`src/rtl/sample_divide_seq_if.sv`:
```
// Operand/result handshake bundle for the sequential signed divider.
// master = operand producer and result consumer, slave = divider.
interface sample_divide_seq_if #(
   parameter int BITSA = 16,
   parameter int BITSB = 16
);
   logic                   in_valid;
   logic                   in_ready;
   logic [BITSA-1:0]       a;
   logic [BITSB-1:0]       b;
   logic                   out_valid;
   logic                   out_ready;
   logic [BITSA+BITSB-1:0] q;
   logic [BITSB-1:0]       r;
   logic                   div_zero;

   modport master (
      output in_valid, a, b, out_ready,
      input  in_ready, out_valid, q, r, div_zero
   );

   modport slave (
      input  in_valid, a, b, out_ready,
      output in_ready, out_valid, q, r, div_zero
   );
endinterface

```
`src/rtl/sample_divide_seq.sv`:
```
// Radix-2 restoring signed divider, Q/R truncate toward zero; result valid BITSA+1 edges after accept.
// One operation in flight: in_ready only in IDLE, result held in DONE until out_ready.
module sample_divide_seq #(
   parameter int BITSA = 16,
   parameter int BITSB = 16
) (
   input  logic               clk,
   input  logic               rst,
   sample_divide_seq_if.slave bus
);
   localparam int QW = BITSA + BITSB;
   localparam int CW = (BITSA > 1) ? $clog2(BITSA) : 1;
   localparam logic [CW-1:0] LAST_ITER = CW'(BITSA - 1);

   typedef enum logic [1:0] {
      S_IDLE,
      S_DIVIDE,
      S_FIXUP,
      S_DONE
   } state_t;

   state_t           state;
   logic [CW-1:0]    cnt;
   logic [BITSA-1:0] dq;      // dividend bits shift out the top, quotient bits shift in the bottom
   logic [BITSB-1:0] rem;
   logic [BITSB-1:0] mag_b;
   logic             sign_q;
   logic             sign_r;
   logic             zero;

   logic             in_ready_q;
   logic             out_valid_q;
   logic [QW-1:0]    q_q;
   logic [BITSB-1:0] r_q;
   logic             div_zero_q;

   // Operand magnitudes; the most negative value maps to its unsigned magnitude.
   logic [BITSA-1:0] a_mag;
   logic [BITSB-1:0] b_mag;
   assign a_mag = bus.a[BITSA-1] ? (~bus.a + BITSA'(1)) : bus.a;
   assign b_mag = bus.b[BITSB-1] ? (~bus.b + BITSB'(1)) : bus.b;

   // The stored remainder is always < |B|, so its top bit of the BITSB+1-bit partial remainder
   // is implicitly zero; only the shifted trial value needs the extra bit.
   logic [BITSB:0] rem_shift;
   logic [BITSB:0] rem_sub;
   logic           take;
   assign rem_shift = {rem, dq[BITSA-1]};
   assign rem_sub   = rem_shift - {1'b0, mag_b};
   assign take      = ~rem_sub[BITSB];

   logic [QW-1:0]    q_mag;
   logic [QW-1:0]    q_neg;
   logic [BITSB-1:0] r_neg;
   assign q_mag = {{BITSB{1'b0}}, dq};
   assign q_neg = ~q_mag + QW'(1);
   assign r_neg = ~rem + BITSB'(1);

   always_ff @(posedge clk or posedge rst) begin
      if (rst) begin
         state       <= S_IDLE;
         cnt         <= '0;
         dq          <= '0;
         rem         <= '0;
         mag_b       <= '0;
         sign_q      <= 1'b0;
         sign_r      <= 1'b0;
         zero        <= 1'b0;
         in_ready_q  <= 1'b1;
         out_valid_q <= 1'b0;
         q_q         <= '0;
         r_q         <= '0;
         div_zero_q  <= 1'b0;
      end else begin
         case (state)
            S_IDLE: begin
               if (bus.in_valid) begin
                  dq         <= a_mag;
                  mag_b      <= b_mag;
                  sign_q     <= bus.a[BITSA-1] ^ bus.b[BITSB-1];
                  sign_r     <= bus.a[BITSA-1];
                  zero       <= (bus.b == '0);
                  rem        <= '0;
                  cnt        <= '0;
                  in_ready_q <= 1'b0;
                  state      <= S_DIVIDE;
               end
            end

            S_DIVIDE: begin
               // B==0 still runs every iteration so latency is data independent.
               rem <= take ? rem_sub[BITSB-1:0] : rem_shift[BITSB-1:0];
               dq  <= {dq[BITSA-2:0], take};
               if (cnt == LAST_ITER) begin
                  cnt   <= '0;
                  state <= S_FIXUP;
               end else begin
                  cnt <= cnt + CW'(1);
               end
            end

            S_FIXUP: begin
               if (zero) begin
                  q_q <= '0;
                  r_q <= '0;
               end else begin
                  q_q <= sign_q ? q_neg : q_mag;
                  r_q <= sign_r ? r_neg : rem;
               end
               div_zero_q  <= zero;
               out_valid_q <= 1'b1;
               state       <= S_DONE;
            end

            S_DONE: begin
               if (bus.out_ready) begin
                  out_valid_q <= 1'b0;
                  in_ready_q  <= 1'b1;
                  state       <= S_IDLE;
               end
            end

            default: begin
               state       <= S_IDLE;
               in_ready_q  <= 1'b1;
               out_valid_q <= 1'b0;
            end
         endcase
      end
   end

   assign bus.in_ready  = in_ready_q;
   assign bus.out_valid = out_valid_q;
   assign bus.q         = q_q;
   assign bus.r         = r_q;
   assign bus.div_zero  = div_zero_q;
endmodule

```
`src/flat_wrapper.sv`:
```
// flat-port wrapper written by rule: the top's interface ports become plain ports
module sample_divide_seq_flat 
#(
   parameter int BITSA = 16,
   parameter int BITSB = 16
)
  (clk, rst, bus_in_valid, bus_a, bus_b, bus_out_ready, bus_in_ready, bus_out_valid, bus_q, bus_r, bus_div_zero);
  sample_divide_seq_if #(.BITSA(BITSA), .BITSB(BITSB)) bus_i ();
  input  logic clk;
  input  logic rst;
  input wire logic [$bits(bus_i.in_valid)-1:0] bus_in_valid;
  input wire logic [$bits(bus_i.a)-1:0] bus_a;
  input wire logic [$bits(bus_i.b)-1:0] bus_b;
  input wire logic [$bits(bus_i.out_ready)-1:0] bus_out_ready;
  output wire logic [$bits(bus_i.in_ready)-1:0] bus_in_ready;
  output wire logic [$bits(bus_i.out_valid)-1:0] bus_out_valid;
  output wire logic [$bits(bus_i.q)-1:0] bus_q;
  output wire logic [$bits(bus_i.r)-1:0] bus_r;
  output wire logic [$bits(bus_i.div_zero)-1:0] bus_div_zero;
  assign bus_i.in_valid = bus_in_valid;
  assign bus_i.a = bus_a;
  assign bus_i.b = bus_b;
  assign bus_i.out_ready = bus_out_ready;
  assign bus_in_ready = bus_i.in_ready;
  assign bus_out_valid = bus_i.out_valid;
  assign bus_q = bus_i.q;
  assign bus_r = bus_i.r;
  assign bus_div_zero = bus_i.div_zero;
  sample_divide_seq #(.BITSA(BITSA), .BITSB(BITSB)) u_core (.clk(clk), .rst(rst), .bus(bus_i));
endmodule
```
`config.mk`:
```
export PLATFORM = sky130hd
export DESIGN_NAME = sample_divide_seq_flat
export DESIGN_NICKNAME = d
export VERILOG_FILES = /design/src/rtl/sample_divide_seq_if.sv /design/src/rtl/sample_divide_seq.sv /design/src/flat_wrapper.sv
export SDC_FILE = /design/constraint.sdc
export NUM_CORES = 1
export LEC_CHECK = 0
export CORE_MARGIN = 8
export CORE_UTILIZATION = 56
export DETAILED_ROUTE_END_ITERATION = 8
export PLACE_DENSITY = 0.88
export SLEW_MARGIN = 30
export SYNTH_ARGS = -nofsm -noshare
export SYNTH_HDL_FRONTEND = slang
export SYNTH_SLANG_ARGS = --single-unit
```
`constraint.sdc`:
```
create_clock -name clk -period 3.9 [get_ports clk]
set_clock_uncertainty 0.05 [all_clocks]
set_input_delay 0.78 -clock clk [delete_from_list [all_inputs] [get_ports clk]]
set_output_delay 0.78 -clock clk [all_outputs]
set_load 0.02 [all_outputs]
```
; Word-level counts from Yosys, hierarchy flattened
; Cells that the tools add are included.
[totals]
register_bits = 108
input_bits = 36
out_inout_bits = 51
wordCells = 65
[classes]
n_addsub = 6
eq_ne = 7
n_mux = 23
bitwise_logic = 6
n_reduce_logical = 10
[ops]
columns = op, count
row1 = 16-bit two-way mux, 7
row2 = 32-bit two-way mux, 2
row3 = 16-bit one-hot mux with 2 select lines, 2
row4 = "16-bit by 1-bit adder with 16-bit output, second input constant", 3
row5 = 16-bit NOT, 3
row6 = "32-bit by 1-bit adder with 32-bit output, second input constant", 1
row7 = 16-bit NOT with 32-bit output, 1
row8 = 17-bit by 16-bit subtractor with 17-bit output, 1
row9 = 16-bit logical NOT, 1
row10 = 4-bit two-way mux, 2
row11 = 2-bit one-hot mux with 4 select lines, 1
row12 = 4-bit one-hot mux with 2 select lines, 1
row13 = 2-bit two-way mux, 3
row14 = 2-bit AND reduction, 3
row15 = 3-bit AND reduction, 2
row16 = 2-bit nonzero test, 3
row17 = "4-bit by 1-bit adder with 4-bit output, second input constant", 1
row18 = "2-bit == test, second input constant", 2
row19 = "4-bit == test, second input constant", 1
row20 = "2-bit inequality test, second input constant", 2
row21 = 1-bit one-hot mux with 2 select lines, 2
row22 = 1-bit two-way mux, 3
row23 = "2-bit by 1-bit == test with 1-bit output, second input constant", 1
row24 = 2-bit logical NOT, 1
row25 = other kinds (3), 3

; Logic depth before layout (Yosys ltp)
[logic_depth]
word_depth = 5
ltp_mapped = 11
ltp_nobuf = 9

; Worst setup path after synthesis
; OpenSTA, ideal clock, no wires.
[synth_timing]
path_kind = register to register
start = reg u_core.dq[15]
end = reg u_core.rem[7]
setup_ps = 126
t_arrival_ps = 2594
slack_ps = 1130
stages_incl_launch_ff = 12
path_buffers = 2
path_cell_list = dfrtp_1 > inv_1 > ha_1 > fa_1 > nand2b_1 > a21oi_2 > o21ai_2 > a21o_1 > buf_2 > or2_1 > buf_6 > a311o_1
[synth_between]
elab_chain_cells = 3
[synth_rtl]
columns = element, line
row1 = from (decl), sample_divide_seq.sv:24  ; logic [BITSA-1:0] dq;
row2 = from (signal assigned), sample_divide_seq.sv:78  ; dq <= a_mag;
row3 = from (signal assigned), sample_divide_seq.sv:93  ; dq <= {dq[BITSA-2:0], take};
row4 = 17-bit by 16-bit subtractor with 17-bit output, sample_divide_seq.sv:49  ; assign rem_sub = rem_shift - {1'b0, mag_b};
row5 = 16-bit two-way mux, sample_divide_seq.sv:92  ; rem <= take ? rem_sub[BITSB-1:0] : rem_shift[BITSB-1:0];
row6 = 16-bit one-hot mux with 2 select lines, sample_divide_seq.sv:75  ; case (state)
row7 = to (signal assigned), sample_divide_seq.sv:92
row8 = to (decl), sample_divide_seq.sv:25  ; logic [BITSB-1:0] rem;
; No other way between the ends.
; A chain may end at the register's enable or synchronous reset.

; Worst setup path in the final report
[layout_timing]
start = reg u_core.dq[15]
end = reg u_core.rem[3]
; Same word-level chain as after synthesis.

==> summary.md <==
| Metric | Value |
|---|---|
| Result of the run | finished clean |
| Area share of the largest cell type after synthesis | about two fifths |
| Level count of the clock H-tree | 3 |
| Relative slew margins | a little over two fifths |
| Critical path start-end classification | reg -> reg |
| Unrepaired setup endpoints after global routing | no |
| Post-synth net total | 755 |
| Slowest stage cell on the critical path | sky130_fd_sc_hd__or2_1 |
| Number of non-filler instances in the completed layout | around 910 |
| Least-Margin Pin Slew | 852 ps |
| Most frequent cells after synthesis | 106 x sky130_fd_sc_hd__dfrtp_1, 77 x sky130_fd_sc_hd__nand2_1, 63 x sky130_fd_sc_hd__o21ai_0 |
| Share of layout cells above drive strength 1 | roughly 5.5% |
| Fin. Hold Viols | 0 |
| Insertion delay to the later sink of the worst-skew pair | 350 ps |
| Average routed wire per standard cell | 17.4 microns |
| Area overhead of the layout relative to synthesis | 19.7% |
| Final critical path time including I/O delays and setup | between 3000 and 4000 ps |
| Leading post-synthesis cells by cell area | sky130_fd_sc_hd__dfrtp_1 41%, sky130_fd_sc_hd__xor2_1 5.8%, sky130_fd_sc_hd__ha_1 5.0% |
| Area leader, netlist | sky130_fd_sc_hd__dfrtp_1 |
| Most instantiated flip-flop cell in the synthesis netlist | sky130_fd_sc_hd__dfrtp_1 |
| Clock Root Buffer | sky130_fd_sc_hd__clkbuf_16 |
| Total setup buffers inserted after CTS | 0 |
| Crit path buffers/inverters | 1 |
| Worst-path maximum fanout | 19 |
| Die Area | 0.0152 sq mm |
| Leakage component of the power | approximately 3.3 nW |
| Number of cells on the critical path | 9 |
| Post-cts gate resize count | 0 |
| Global-route wire length before repair | ~26 mm |
| Maximum number of pins on one net before global-route repair | 63 |
| Worst-case register-to-register setup slack | 720 ps |
| Most instantiated library cell after synthesis | sky130_fd_sc_hd__dfrtp_1 |
| Number of enable-type register cells in the synthesized netlist | 0 |
| Async set-reset flop share out of synthesis | between 90% and 100% |
| Delay of the slowest cell on the worst path | approximately 450 ps |
| Power density of the placed cells | roughly 860 mW/mm^2 |
| Finish-stage setup viols | 0 |
| Core region area | about 0.011 sq mm |
| Worst IR drop on VDD | roughly 0.00044 V |
| Total routed wirelength | around 16 mm |
| Initial Util | between 50% and 60% |
| Vias in the first global route | 5257 |
| Post-CTS clock slew at the launch and capture registers of the worst setup and hold paths | ~70 ps |
| Nature of the critical path endpoint | flop |
| Total number of vias | about 5600 |
| Final net count | approximately 820 |
| Number of antenna violations at the first check in global routing | 0 |
| Placed instance area | around 0.0074 sq mm |
| IO buf count | 86 |
| Sinks on the clock net | ~110 |
| Data arrival time of the worst path | roughly 3400 ps |
| Last element of the critical path | u_core.rem[3]$_DFFE_PP0P_ |
| Global routing usage summed across all routing layers | a little over a fifth |
| Maximum clock frequency | approximately 310 MHz |
| Startpoint type of the worst setup path | flop |
| Reg-to-Reg End | u_core.rem[3]$_DFFE_PP0P_ |
| Count of inserted antenna diode cells | 0 |
| Post-route DRC | 0 |
| Placed cells | about 890 |
| Final worst-path cycle share | around 82% |
| Count of boundary I/O pins | 87 |
| CTS Hold Buffers Added | 0 |
| Flop and latch count out of synthesis | 107 |
| Critical-path cell list | inv_1, ha_1, fa_1, nand2b_1, a21oi_2, o21ai_2, a21o_1, or2_1, a311o_1 |
| Horizontal extent of the die | roughly 120 microns |
| Post-Syn Instances | about 700 |
| Hold Slack | around 430 ps |
| Max-cap violation count | 0 |
| Buffers from clock root to sink, at most | 2 |
| Kind of cell with the highest combined delay on the critical path | compound AO/OA/AOI/OAI gates |
| Number of cell rows | 39 |
| Average footprint of a synthesized cell | just over 9 sq um |
| Kind of path behind the tightest hold check | reg -> reg |
| Sum of negative setup slack | 0 ps |
| Worst endpoint required time | 4070 ps |
| Number of buffers added by the clock tree synthesis step | 9 |
| TritonCTS clock tree | yes |
| Routed vias/inst | 6.14 |
| Routability cong. | approximately 0.91 |
| Post-synthesis instance area | ~0.0065 sq mm |
| Max-slew violation count | 0 |
| Number of filler cells placed in the layout | slightly below 900 |
| Count of different cell masters after synthesis | 60 |
| Reg2reg start | u_core.dq[15]$_DFFE_PP0P_ |
| Setup crit start | u_core.dq[15]$_DFFE_PP0P_ |
| Residual overflow from global routing | 0 |
| Antenna Violating Nets Remaining | 0 |
| Final cell area excluding filler cells | a little under 0.008 sq mm |
| Number of detailed-routing iterations run before antenna repair | 5 |
| Die height | approximately 120 microns |
| Cell count of the worst reg-to-reg path | 9 |
| Syn. warnings | 0 |
| Initial detailed-routing violation count | between 500 and 600 |
| Final HPWL DP | around 12 mm |
| Sequential area share after synthesis | about two fifths |
-- flip-flops by register name, summed over array words and instances, names as in the netlist, 2 cells and up --
register and cells:
u_core.mag_b 16, u_core.dq 16, u_core.cnt 4, u_core.rem 16
u_core.bus.r 16, u_core.state 2, u_core.bus.q 31
-- worst min-delay path, cell delays in order (launching register included) --
cell	delay, ps
sky130_fd_sc_hd__dfrtp_1	340
sky130_fd_sc_hd__nand2_1	50
sky130_fd_sc_hd__o21ai_0	60
-- layout by cell type, fill, tap and decap left out, types with 4 or more instances in the layout --
cell type | synthesis | routed
sky130_fd_sc_hd__and2_1 | 13 | 13
sky130_fd_sc_hd__inv_1 | 44 | 42
sky130_fd_sc_hd__dfrtp_1 | 106 | 106
sky130_fd_sc_hd__or3_1 | 7 | 7
sky130_fd_sc_hd__nor2b_1 | 7 | 7
sky130_fd_sc_hd__clkbuf_16 | 0 | 9
sky130_fd_sc_hd__nor3_1 | 8 | 8
sky130_fd_sc_hd__nand2_1 | 77 | 77
sky130_fd_sc_hd__a31o_2 | 4 | 4
sky130_fd_sc_hd__a311o_1 | 10 | 10
sky130_fd_sc_hd__nor4_1 | 11 | 11
sky130_fd_sc_hd__nand2b_1 | 9 | 8
sky130_fd_sc_hd__xnor2_1 | 20 | 20
sky130_fd_sc_hd__xor2_1 | 43 | 43
sky130_fd_sc_hd__mux2i_1 | 14 | 14
sky130_fd_sc_hd__o211ai_1 | 12 | 12
sky130_fd_sc_hd__buf_4 | 1 | 5
sky130_fd_sc_hd__o41ai_1 | 6 | 6
sky130_fd_sc_hd__nor2_1 | 27 | 27
sky130_fd_sc_hd__a21o_1 | 9 | 9
sky130_fd_sc_hd__a21oi_2 | 4 | 4
sky130_fd_sc_hd__a21oi_1 | 25 | 25
sky130_fd_sc_hd__clkdlybuf4s50_1 | 0 | 86
sky130_fd_sc_hd__o2bb2ai_1 | 27 | 27
sky130_fd_sc_hd__nand3_1 | 9 | 9
sky130_fd_sc_hd__o31ai_1 | 21 | 21
sky130_fd_sc_hd__and3_1 | 4 | 4
sky130_fd_sc_hd__o21ai_0 | 63 | 63
sky130_fd_sc_hd__ha_1 | 26 | 26
-- routing by layer --
layer | GRT usage [%] | wire [microns] | vias up
met5 | 0 | 0 | -
met4 | 6.62 | 251 | 0
met3 | 2.69 | 1210 | 24
met2 | 33.0 | 7280 | 213
met1 | 29.8 | 7090 | 2699
li1 | - | - | 2642
-- cells by family (layout without fill, tap and decap cells) --
logic type | count (synthesis) | count (layout) | synth area share, %
flops | 107 | 107 | 41.5
buf+inv | 78 | 151 | 4.77
fa+ha+maj | 27 | 27 | 5.35
compound gates | 213 | 213 | 23.1
xor+xnor | 63 | 63 | 8.54
mux | 16 | 16 | 2.52
simple gates | 188 | 188 | 14.3
-- power breakdown --
group / internal (W) / switching (W)
registers: 0.00158 / 0.000491
logic: 0.00152 / 0.00208
clock network: 0.000548 / 0.000398
-- final cells by class --
class | count | area [sq um] | area share, %
clock buffer | 12 | 267 | 3.45
timing repair buffer | 92 | 918 | 11.9
multi-input combinational | 507 | 3470 | 44.9
clock inverter | 3 | 46.3 | 0.599
sequential | 107 | 2680 | 34.6
tap | 143 | 179 | 2.31
inverter | 44 | 168 | 2.17
-- worst min path at each step --
| stage | startpoint | cells after the start | to | slack (ps) |
|---|---|---|---|---|
| after floorplan | u_core.mag_b[10]$_DFFE_PP0P_ | 2 | u_core.mag_b[10]$_DFFE_PP0P_ | 400 |
| after global placement | u_core.mag_b[9]$_DFFE_PP0P_ | 2 | u_core.mag_b[9]$_DFFE_PP0P_ | 420 |
| after detailed placement | u_core.bus.r[15]$_DFFE_PP0P_ | 2 | u_core.bus.r[15]$_DFFE_PP0P_ | 420 |
| after CTS | u_core.bus.r[15]$_DFFE_PP0P_ | 2 | u_core.bus.r[15]$_DFFE_PP0P_ | 440 |
| after global routing | u_core.mag_b[8]$_DFFE_PP0P_ | 2 | u_core.mag_b[8]$_DFFE_PP0P_ | 450 |
| final | u_core.mag_b[8]$_DFFE_PP0P_ | 2 | u_core.mag_b[8]$_DFFE_PP0P_ | 430 |
-- per-stage QoR --
| step | worst slack (ps) | total power [W] | utilization, % |
|---|---|---|---|
| floorplan | 254 | 0.00451 | - |
| global placement | 881 | 0.00543 | 65.5 |
| global route | 543 | 0.00707 | 68.3 |
| CTS | 760 | 0.00660 | 68.3 |
| detailed placement | 788 | 0.00561 | 65.5 |
| finish | 719 | 0.00662 | 68.3 |
Power figures use the tool's default switching activity.
